<file path="src/rtl/canny_pkg.sv">
// Shared types and defaults for the Canny edge pipeline stages.
package canny_pkg;

    // Per-pixel classification carried through the hysteresis line buffers.
    typedef enum logic [1:0] {
        CLS_NONE   = 2'b00,
        CLS_WEAK   = 2'b01,
        CLS_STRONG = 2'b10
    } class_t;

    // Hysteresis frame sequencer states.
    typedef enum logic [1:0] {
        ST_IDLE,
        ST_RUN,
        ST_FLUSH
    } state_t;

    localparam int unsigned DEF_NBIT_INPUT = 12;
    localparam int unsigned DEF_IMG_WIDTH  = 640;
    localparam int unsigned DEF_IMG_HEIGHT = 480;

    // A strong centre is always an edge; a weak centre needs a strong neighbour.
    function automatic logic edge_decide(input class_t centre, input logic [7:0] nbr_strong);
        return (centre == CLS_STRONG) || ((centre == CLS_WEAK) && (|nbr_strong));
    endfunction

endpackage

</file>
<file path="src/rtl/class_line_buffer.sv">
// One image line of 2-bit pixel classes; read-before-write at the same address.
module class_line_buffer
    import canny_pkg::*;
#(
    parameter int unsigned DEPTH = DEF_IMG_WIDTH,
    parameter int unsigned AW    = $clog2(DEPTH)
) (
    input  logic          clk,
    input  logic          we,
    input  logic [AW-1:0] addr,
    input  class_t        wdata,
    output class_t        rdata
);

    class_t mem [DEPTH];

    // Storage write; contents are never cleared, stale data is masked by border logic.
    always_ff @(posedge clk) begin
        if (we) begin
            mem[addr] <= wdata;
        end
    end

    assign rdata = mem[addr];

endmodule

</file>
<file path="src/rtl/hysteresis_threshold.sv">
// Canny hysteresis stage: classifies pixels and promotes weak pixels touching a strong one.
module hysteresis_threshold
    import canny_pkg::*;
#(
    parameter int unsigned NBIT_INPUT = DEF_NBIT_INPUT,
    parameter int unsigned IMG_WIDTH  = DEF_IMG_WIDTH,
    parameter int unsigned IMG_HEIGHT = DEF_IMG_HEIGHT
) (
    input  logic                  i_clk,
    input  logic                  i_rst_n,
    input  logic                  i_valid,
    input  logic                  i_sof,
    input  logic [NBIT_INPUT-1:0] i_pixel,
    input  logic [NBIT_INPUT-1:0] i_th_low,
    input  logic [NBIT_INPUT-1:0] i_th_high,
    output logic                  o_ready,
    output logic                  o_valid,
    output logic                  o_sof,
    output logic                  o_edge
);

    localparam int unsigned CW = $clog2(IMG_WIDTH);
    localparam int unsigned RW = $clog2(IMG_HEIGHT);
    localparam int unsigned FW = $clog2(IMG_WIDTH + 1);
    localparam logic [CW-1:0] COL_LAST   = CW'(IMG_WIDTH - 1);
    localparam logic [RW-1:0] ROW_LAST   = RW'(IMG_HEIGHT - 1);
    localparam logic [FW-1:0] FLUSH_LAST = FW'(IMG_WIDTH);

    state_t                  state, state_nxt;
    logic                    accept, advance, restart, phantom, emit, primed, border;
    logic [CW-1:0]           in_col, out_col, lb_addr;
    logic [RW-1:0]           in_row, out_row;
    logic [FW-1:0]           flush_cnt;
    logic [NBIT_INPUT-1:0]   th_lo_q, th_hi_q, th_lo_use, th_hi_use;
    class_t                  cls_in, lb1_rd, lb2_rd, centre;
    class_t                  win [3][3];
    logic [7:0]              nbr_strong;

    assign accept = i_valid && o_ready;

    // Next-state and per-cycle pipeline control.
    always_comb begin
        state_nxt = state;
        advance   = 1'b0;
        restart   = 1'b0;
        phantom   = 1'b0;
        case (state)
            ST_IDLE: begin
                if (accept && i_sof) begin
                    advance   = 1'b1;
                    restart   = 1'b1;
                    state_nxt = ST_RUN;
                end
            end
            ST_RUN: begin
                if (accept) begin
                    advance = 1'b1;
                    if (i_sof) begin
                        restart = 1'b1;
                    end else if ((in_row == ROW_LAST) && (in_col == COL_LAST)) begin
                        state_nxt = ST_FLUSH;
                    end
                end
            end
            ST_FLUSH: begin
                advance = 1'b1;
                phantom = 1'b1;
                if (flush_cnt == FLUSH_LAST) begin
                    state_nxt = ST_IDLE;
                end
            end
            default: state_nxt = ST_IDLE;
        endcase
    end

    // Classify the incoming beat; the sof beat uses the thresholds being latched with it.
    always_comb begin
        th_hi_use = th_hi_q;
        th_lo_use = th_lo_q;
        if (restart) begin
            th_hi_use = i_th_high;
            th_lo_use = (i_th_low > i_th_high) ? i_th_high : i_th_low;
        end
        cls_in = CLS_NONE;
        if (!phantom) begin
            if (i_pixel >= th_hi_use) begin
                cls_in = CLS_STRONG;
            end else if (i_pixel >= th_lo_use) begin
                cls_in = CLS_WEAK;
            end
        end
    end

    assign lb_addr = restart ? '0 : in_col;

    class_line_buffer #(.DEPTH(IMG_WIDTH)) u_lb1 (
        .clk   (i_clk),
        .we    (advance),
        .addr  (lb_addr),
        .wdata (cls_in),
        .rdata (lb1_rd)
    );

    class_line_buffer #(.DEPTH(IMG_WIDTH)) u_lb2 (
        .clk   (i_clk),
        .we    (advance),
        .addr  (lb_addr),
        .wdata (lb1_rd),
        .rdata (lb2_rd)
    );

    // 3x3 class window; column 2 is refilled from the line buffers and the new beat.
    always_ff @(posedge i_clk) begin
        if (advance) begin
            for (int unsigned i = 0; i < 3; i++) begin
                win[i][0] <= win[i][1];
                win[i][1] <= win[i][2];
            end
            win[0][2] <= lb2_rd;
            win[1][2] <= lb1_rd;
            win[2][2] <= cls_in;
        end
    end

    // The decision looks at the window as it will be after this beat shifts in,
    // so the centre is the current win[1][2] and the new column comes straight from the inputs.
    assign centre     = win[1][2];
    assign nbr_strong = {win[0][1] == CLS_STRONG, win[0][2] == CLS_STRONG, lb2_rd == CLS_STRONG,
                         win[1][1] == CLS_STRONG, lb1_rd == CLS_STRONG,
                         win[2][1] == CLS_STRONG, win[2][2] == CLS_STRONG, cls_in == CLS_STRONG};

    assign primed = (in_row != '0) && !((in_row == RW'(1)) && (in_col == '0));
    assign emit   = advance && !restart && (phantom || primed);
    assign border = (out_row == '0) || (out_row == ROW_LAST) || (out_col == '0) || (out_col == COL_LAST);

    // State, counters, latched thresholds and registered outputs.
    always_ff @(posedge i_clk or negedge i_rst_n) begin
        if (!i_rst_n) begin
            state     <= ST_IDLE;
            o_ready   <= 1'b0;
            o_valid   <= 1'b0;
            o_sof     <= 1'b0;
            o_edge    <= 1'b0;
            in_col    <= '0;
            in_row    <= '0;
            out_col   <= '0;
            out_row   <= '0;
            flush_cnt <= '0;
            th_lo_q   <= '0;
            th_hi_q   <= '0;
        end else begin
            state   <= state_nxt;
            o_ready <= (state_nxt != ST_FLUSH);
            o_valid <= emit;
            o_sof   <= emit && (out_row == '0) && (out_col == '0);
            o_edge  <= emit && !border && edge_decide(centre, nbr_strong);

            flush_cnt <= (state == ST_FLUSH) ? flush_cnt + 1'b1 : '0;

            if (advance) begin
                if (restart) begin
                    in_col  <= CW'(1);
                    in_row  <= '0;
                    out_col <= '0;
                    out_row <= '0;
                    th_hi_q <= th_hi_use;
                    th_lo_q <= th_lo_use;
                end else begin
                    if (in_col == COL_LAST) begin
                        in_col <= '0;
                        in_row <= (in_row == ROW_LAST) ? '0 : in_row + 1'b1;
                    end else begin
                        in_col <= in_col + 1'b1;
                    end
                end
            end

            if (emit) begin
                if (out_col == COL_LAST) begin
                    out_col <= '0;
                    out_row <= (out_row == ROW_LAST) ? '0 : out_row + 1'b1;
                end else begin
                    out_col <= out_col + 1'b1;
                end
            end
        end
    end

endmodule

</file>
<file path="config.mk">
export PLATFORM = sky130hd
export DESIGN_NAME = hysteresis_threshold
export DESIGN_NICKNAME = d
export VERILOG_FILES = /design/src/rtl/canny_pkg.sv /design/src/rtl/class_line_buffer.sv /design/src/rtl/hysteresis_threshold.sv
export SDC_FILE = /design/constraint.sdc
export NUM_CORES = 2
export LEC_CHECK = 0
export BUFFER_PORTS_ARGS = -buffer_cell sky130_fd_sc_hd__buf_2
export CAP_MARGIN = 20
export CORE_UTILIZATION = 30
export CTS_CLUSTER_DIAMETER = 50
export DETAILED_ROUTE_END_ITERATION = 10
export HOLD_SLACK_MARGIN = 0.15
export SYNTH_ARGS = -nofsm -noshare
export SYNTH_HDL_FRONTEND = slang
export SYNTH_HIERARCHICAL = 1
export SYNTH_SLANG_ARGS = --single-unit
</file>
<file path="constraint.sdc">
create_clock -name i_clk -period 21 [get_ports i_clk]
set_input_delay 2.1 -clock i_clk [delete_from_list [all_inputs] [get_ports i_clk]]
set_output_delay 2.1 -clock i_clk [all_outputs]
set_load 0.005 [all_outputs]
</file>
After elaboration in Yosys (flattened, before gate mapping)
Memory sizes are Yosys's and may differ from the RTL's.
Cells that the tools add are included.
- memory bits (read-only): 0
- logic and storage cells: 111
- bits in latches: 0
- output and inout bits: 4
- input bits: 40
- register bits after elaboration: 78
- memories kept: 3
- memory bits (writable): 2578
- bitwise logic cells: 0
- div/mod/pow operators: 0
- $lt $le $gt $ge: 3
- reductions and logical operators: 32
- eq/ne operators: 19
- add/sub/neg operators: 5
- muxes and demuxes: 37
- multipliers: 0
- shift operators: 0
- memories (memory ; words ; bits a word ; rd ports ; clocked after Yosys merged registers in ; write ports ; RTL line ; text):
    u_lb1.mem ; 640 ; 2 ; 1 ; 0 ; 1 ; class_line_buffer.sv:15 ; class_t mem [DEPTH];
    u_lb2.mem ; 640 ; 2 ; 1 ; 0 ; 1 ; class_line_buffer.sv:15 ;
    win ; 3 ; 6 ; 3 ; 0 ; 3 ; hysteresis_threshold.sv:36 ; class_t win [3][3];
- operator list (kind ; count):
    $mux W10 ; 8
    $mux W9 ; 8
    $mux W12 ; 3
    $add A10 B1 Y10 const B ; 3
    $eq A10 B10 Y1 const B ; 3
    $ge A12 B12 Y1 ; 2
    $eq A2 B2 Y1 const B ; 10
    $logic_not A10 Y1 ; 2
    $add A9 B1 Y9 const B ; 2
    $eq A9 B9 Y1 const B ; 2
    $mux W2 ; 7
    $gt A12 B12 Y1 ; 1
    $logic_and A1 B1 Y1 ; 12
    $eq A9 B1 Y1 const B ; 1
    $logic_not A9 Y1 ; 1
    $reduce_bool A9 Y1 ; 1
    $mux W1 ; 8
    $reduce_or A8 Y1 ; 1
    $pmux W2 S3 ; 1
    $reduce_and A2 Y1 ; 3
    $reduce_bool A2 Y1 ; 3
    $logic_or A1 B1 Y1 ; 5
    $eq A2 B1 Y1 const B ; 2
    $logic_not A1 Y1 ; 3
    4 further kinds ; 4

Depth between registers and ports, before layout
- word-level depth: 14
- gate-level depth with buffers: 23

Modules after synthesis
Netlist, hierarchy kept.
- modules (own cells, without submodules) (module ; times used ; area each (um^2) ; cells an instance ; seq. area each (um^2)):
    class_line_buffer ; 2 ; 52043.7 ; 3221 ; 38436.9
    hysteresis_threshold ; 1 ; 5645.4 ; 605 ; 2312.2

Worst setup path after synthesis
Ideal clock, no wire load.
- kind: input -> register
- start point: input i_valid
- end point: memory u_lb1/mem[0][1] in the netlist's numbering (data pin)
- cell stages on the path: 11
- setup time: 3172 ps
- arrival time: 18513 ps
- setup slack: -686 ps
- required time: 17828 ps
- cell sequence: nand4b_1 -> clkbuf_1 -> clkbuf_1 -> a21o_1 -> inv_1 -> ha_1 -> nand4_1 -> nor2_1 -> a221oi_1 -> o21a_1 -> nor2_1
- longest elaborated chain between the ends: 8
- elaborated cells between the ends (all ways): 9
- ends and longest elaborated chain (element ; RTL line ; text):
    start, declared ; hysteresis_threshold.sv:11 ; input logic i_valid,
    $logic_and A1 B1 Y1 * ; hysteresis_threshold.sv:39 ; assign accept = i_valid && o_ready;
    $logic_and A1 B1 Y1 ; hysteresis_threshold.sv:49 ; if (accept && i_sof) begin
    $mux W1 ; hysteresis_threshold.sv:49 ;
    $pmux W1 S2 * ; hysteresis_threshold.sv:47 ; case (state)
    $mux W12 * ; hysteresis_threshold.sv:80 ; if (restart) begin
    $ge A12 B12 Y1 * ; hysteresis_threshold.sv:86 ; if (i_pixel >= th_hi_use) begin
    $mux W2 * ; hysteresis_threshold.sv:86 ;
    $mux W2 * ; hysteresis_threshold.sv:85 ; if (!phantom) begin
    via cls_in[1] ; hysteresis_threshold.sv:35 ; class_t cls_in, lb1_rd, lb2_rd, centre;
    end, declared ; class_line_buffer.sv:15 ;
Mark *: on every way through the listed nets, which the timed path passes. The rest lies on a longest branch.

Worst setup path after layout
- start point: input i_valid
- end point: memory u_lb2/mem[386][1] in the netlist's numbering (data pin)
- longest elaborated chain between the ends: 6
- elaborated cells between the ends (all ways): 7
- ends and longest elaborated chain (element ; RTL line ; text):
    $logic_and A1 B1 Y1 * ; hysteresis_threshold.sv:39 ;
    $logic_and A1 B1 Y1 ; hysteresis_threshold.sv:49 ;
    $mux W1 ; hysteresis_threshold.sv:49 ;
    $pmux W1 S2 * ; hysteresis_threshold.sv:47 ;
    $mux W10 * ; hysteresis_threshold.sv:94 ; assign lb_addr = restart ? '0 : in_col;
    via lb_addr[1] ; hysteresis_threshold.sv:31 ; logic [CW-1:0] in_col, out_col, lb_addr;
    $mem_v2 Z640 W2 * ; -- ;
    via lb1_rd[1] ; hysteresis_threshold.sv:35 ;
    end, declared ; class_line_buffer.sv:15 ;
Marks and branches as above.

==> impl_metrics.toml <==
[die]
initial_core_util = 0.302
std_cell_rows = 221
core_region_area_um2 = 363000
fp.dieW_um = 607
floorplan.io_pins = 44
die_area_um2 = 368000
die_height_um = 607

[synthesis]
synthDistinctLibCells = 84
synth_seq_area_share = 0.722
syn-instance-count = 7047
synth_ff_type = "sky130_fd_sc_hd__edfxtp_1"
synthTopCellsByCount = "2572 x sky130_fd_sc_hd__edfxtp_1, 1396 x sky130_fd_sc_hd__nor2_1, 802 x sky130_fd_sc_hd__mux2i_1, 330 x sky130_fd_sc_hd__o22ai_1"
synth_largest_area_cell = "sky130_fd_sc_hd__edfxtp_1"
synth-warning-count = 6
syn-cell-area_um2 = 110000
synth.top_cell.area_share = 0.704
count_of_flip_flops_with_a_built_in_enable_after_synthesis = 2572
synth_nets = 7134
postSynth.asyncResetShare = 0.0294
register_bit_total_from_synthesis = 2650
mean_post_synth_cell_area_um2 = 15.6
synth_most_common_cell = "sky130_fd_sc_hd__edfxtp_1"
synth.area.top_cells = "sky130_fd_sc_hd__edfxtp_1 70%, sky130_fd_sc_hd__mux2i_1 7.3%, sky130_fd_sc_hd__mux4_2 5.0%, sky130_fd_sc_hd__nor2_1 4.8%, sky130_fd_sc_hd__o22ai_1 1.9%"

[timing]
clock_skew_ns = 0.0540
final_period_minus_worst_setup_slack_ns = 9.62
fin_setup_tns_ns = 0
setup_viol_count_final = 0
slew_violations = 0
grt_setup_unrepaired = "no"
max_freq_mhz = 104
worst_slew_margin_rel = 0.161
finalHoldViolations = 0
period_share = 0.458
fin_ws_ns = 11.38
worstMarginPinSlew_ns = 1.26

[grt]
grt.total_usage = 0.170
grt_pass1_vias = 64800
grt_overflow_total = 0
grt_antenna_before_repair = 15
grt_pass1_wl_mm = 459
grt_start_max_net_pins = 265

[hold_path]
number_of_cells_on_the_worst_hold_path = 0
min-delay-path-class = "reg2reg"
hold_path.startpoint = "win[0][13]"
holdPathEnd = "win[0][15]"

[route]
routed_wire_length_per_instance_um = 26.7
drc = 0
firstDrtPassIters = 5
routed_wirelength_mm = 322
ant_nets = 0
routed_via_density = 5.38
detail_route.iter0.violations = 8422
num_vias = 64900

[critical_path]
rr_endpoint = "u_lb2/mem[386][1]"
crit-reg2reg-launch = "o_ready"
reg2reg_setup_slack_ns = 12.33
critical-path-slowest-cell = "sky130_fd_sc_hd__buf_4"
max_stage_delay_ns = 0.95
cp_data_arrival_time_ns = 10.11
path_common_cell = "sky130_fd_sc_hd__buf_4"
timing.setup.critical_path_class = "in2reg"
max_fanout_on_critical_path = 120
worst-r2r-cell-count = 16
critical_path.startpoint_type = "primary input"
end_kind = "register"
required_ns = 21.50
crit_path_cell_trace = "buf_2, nand2_2, nor3b_4, nor2_4, buf_12, buf_4, buf_4, buf_4, mux4_2, a22o_1, a221oi_1, o311ai_1, nand3_1, o31ai_1, a311o_2, buf_4, buf_4"

[clock_network]
post_cts.repair.setup_buffers = 0
tritoncts_num_sinks = 2650
cts_repair_resize_count = 0
cts.reportedPaths.clkPinSlew_ns = 0.06
cts_max_level = 5
root_buffer = "sky130_fd_sc_hd__clkbuf_16"
tritoncts_clock_tree = "built"
clock_insertion_delay_worst_skew_ns = 0.86
ctsHoldBuffers = 0
cts_inserted_buffers = 271
ctsLongestPathBuffers = 4

[layout]
nets_finish = 7160
area_growth_syn_to_layout_pct = 13.3
filler_cell_count = 34400
layoutNonFillerInstCount = 12100
final_layout_size_suffix_gt1_frac = 0.131

[power_and_ir_drop]
cell_internal_pwr_mw = 9.74
switching_share = 0.271
report.power.total_mw = 13.4
leakage_nw = 37.6
power.sequential.fraction = 0.491
power.ir.vdd_worst_mv = 0.141
combPwrFrac = 0.160
power.switching_mw = 3.62
power.clock.fraction = 0.349
cellPowerDensity_nw_per_um2 = 107

[run]
timing.max_cap.violations = 0

[placed_design]
place.detailed.instances = 11600
preCtsSetupSlack_ns = 10.76
dpl.hpwl_mm = 182
port_buffers = 43
globalplace.congestion = 0.822

[status]
status = "complete, no violations"
==> worst max path at each step <==
stage / to / depth (start not counted) / start / slack, ns
6_report: u_lb2/mem[386][1] / 17 / i_valid / 11.38
4_1_cts: u_lb2/mem[386][1] / 17 / i_valid / 11.67
5_1_grt: u_lb2/mem[403][1] / 17 / i_valid / 11.11
2_1_floorplan: u_lb2/mem[0][0] / 15 / i_valid / 2.70
3_5_place_dp: u_lb2/mem[388][1] / 17 / i_valid / 10.76
3_3_place_gp: u_lb2/mem[388][1] / 17 / i_valid / 10.95
==> stage by stage <==
stage / hold slack, ns / util / cell area, µm²
finish: 0.465 / 0.342 / 124000
global route: 0.475 / 0.342 / 124000
CTS: 0.460 / 0.340 / 124000
detailed placement: 0.447 / 0.317 / 115000
global placement: 0.438 / 0.317 / 115000
floorplan: 0.426 / - / 110000
==> per-layer routing <==
| metal | vias to the layer above | global-route usage | wire length (µm) |
|---|---|---|---|
| li1 | 27200 | - | - |
| met1 | 33800 | 0.227 | 126000 |
| met2 | 3345 | 0.279 | 154000 |
| met3 | 640 | 0.0268 | 29900 |
| met4 | 2 | 0.0603 | 12200 |
| met5 | - | 0 | 13 |
==> kinds of logic (layout without fill, tap and decap cells) <==
kind of cell	after synthesis	in the layout	synth area share
compound gates	678	678	0.0412
xor+xnor	19	19	0.00152
buf+inv	547	766	0.0246
mux	1056	1056	0.124
other cells	0	1	0
flops	2650	2650	0.722
fa+ha+maj	47	47	0.00536
simple gates	2050	2050	0.0812
==> worst max-delay path, delay by kind of cell <==
family                 cells  cell delay, ns
AOI/OAI and AO/OA          5            1.62
buffers and inverters      7            4.86
muxes                      1            0.35
and+or+nand+nor            4            0.53
==> flip-flops by register name, summed over array words and instances, names as in the netlist <==
name       flops
u_lb1/mem   1280
th_lo_q       12
o_edge         1
in_col        10
win           12
o_valid        1
out_col       10
o_sof          1
in_row         9
o_ready        1
th_hi_q       12
state          2
u_lb2/mem   1280
out_row        9
flush_cnt     10
==> power by group through the flow <==
stage	clock network [mW]	logic (mW)	registers (mW)
floorplan	0	1.27	7.29
global placement	0	2.05	6.66
detailed placement	0	2.10	6.67
CTS	4.73	2.11	6.55
global route	4.91	2.25	6.55
finish	4.66	2.13	6.55
==> placed cells by master (no fill, tap or decap), types with 24 or more instances in the layout <==
master,n
sky130_fd_sc_hd__clkinv_2,44
sky130_fd_sc_hd__o21ai_0,81
sky130_fd_sc_hd__buf_4,168
sky130_fd_sc_hd__nand2_1,169
sky130_fd_sc_hd__edfxtp_1,2572
sky130_fd_sc_hd__o22ai_1,330
sky130_fd_sc_hd__nand4_1,40
sky130_fd_sc_hd__nor3_1,65
sky130_fd_sc_hd__nor2b_1,25
sky130_fd_sc_hd__inv_1,44
sky130_fd_sc_hd__a22oi_1,65
sky130_fd_sc_hd__nor2_1,1391
sky130_fd_sc_hd__ha_1,47
sky130_fd_sc_hd__buf_16,26
sky130_fd_sc_hd__mux4_2,246
sky130_fd_sc_hd__buf_2,42
sky130_fd_sc_hd__clkbuf_1,47
sky130_fd_sc_hd__clkbuf_16,280
sky130_fd_sc_hd__and3_1,24
sky130_fd_sc_hd__nand2_2,24
sky130_fd_sc_hd__nand3_1,79
sky130_fd_sc_hd__mux2i_1,802
sky130_fd_sc_hd__dfrtp_1,78
sky130_fd_sc_hd__a21oi_1,27
sky130_fd_sc_hd__nor4_1,80
sky130_fd_sc_hd__clkinv_1,50
==> cell type report <==
type / instances / area, µm² / area share
Tap cell: 4794 / 6000 / 0.0483
Clock inverter: 137 / 1160 / 0.00935
Multi-Input combinational cell: 3850 / 28000 / 0.226
Inverter: 46 / 176 / 0.00142
Sequential cell: 2650 / 79200 / 0.637
Antenna cell: 1 / 2.50 / 0.0000201
Clock buffer: 329 / 7210 / 0.0580
Timing Repair Buffer: 254 / 2520 / 0.0203
No activity file was read; power rests on OpenSTA's default activity.
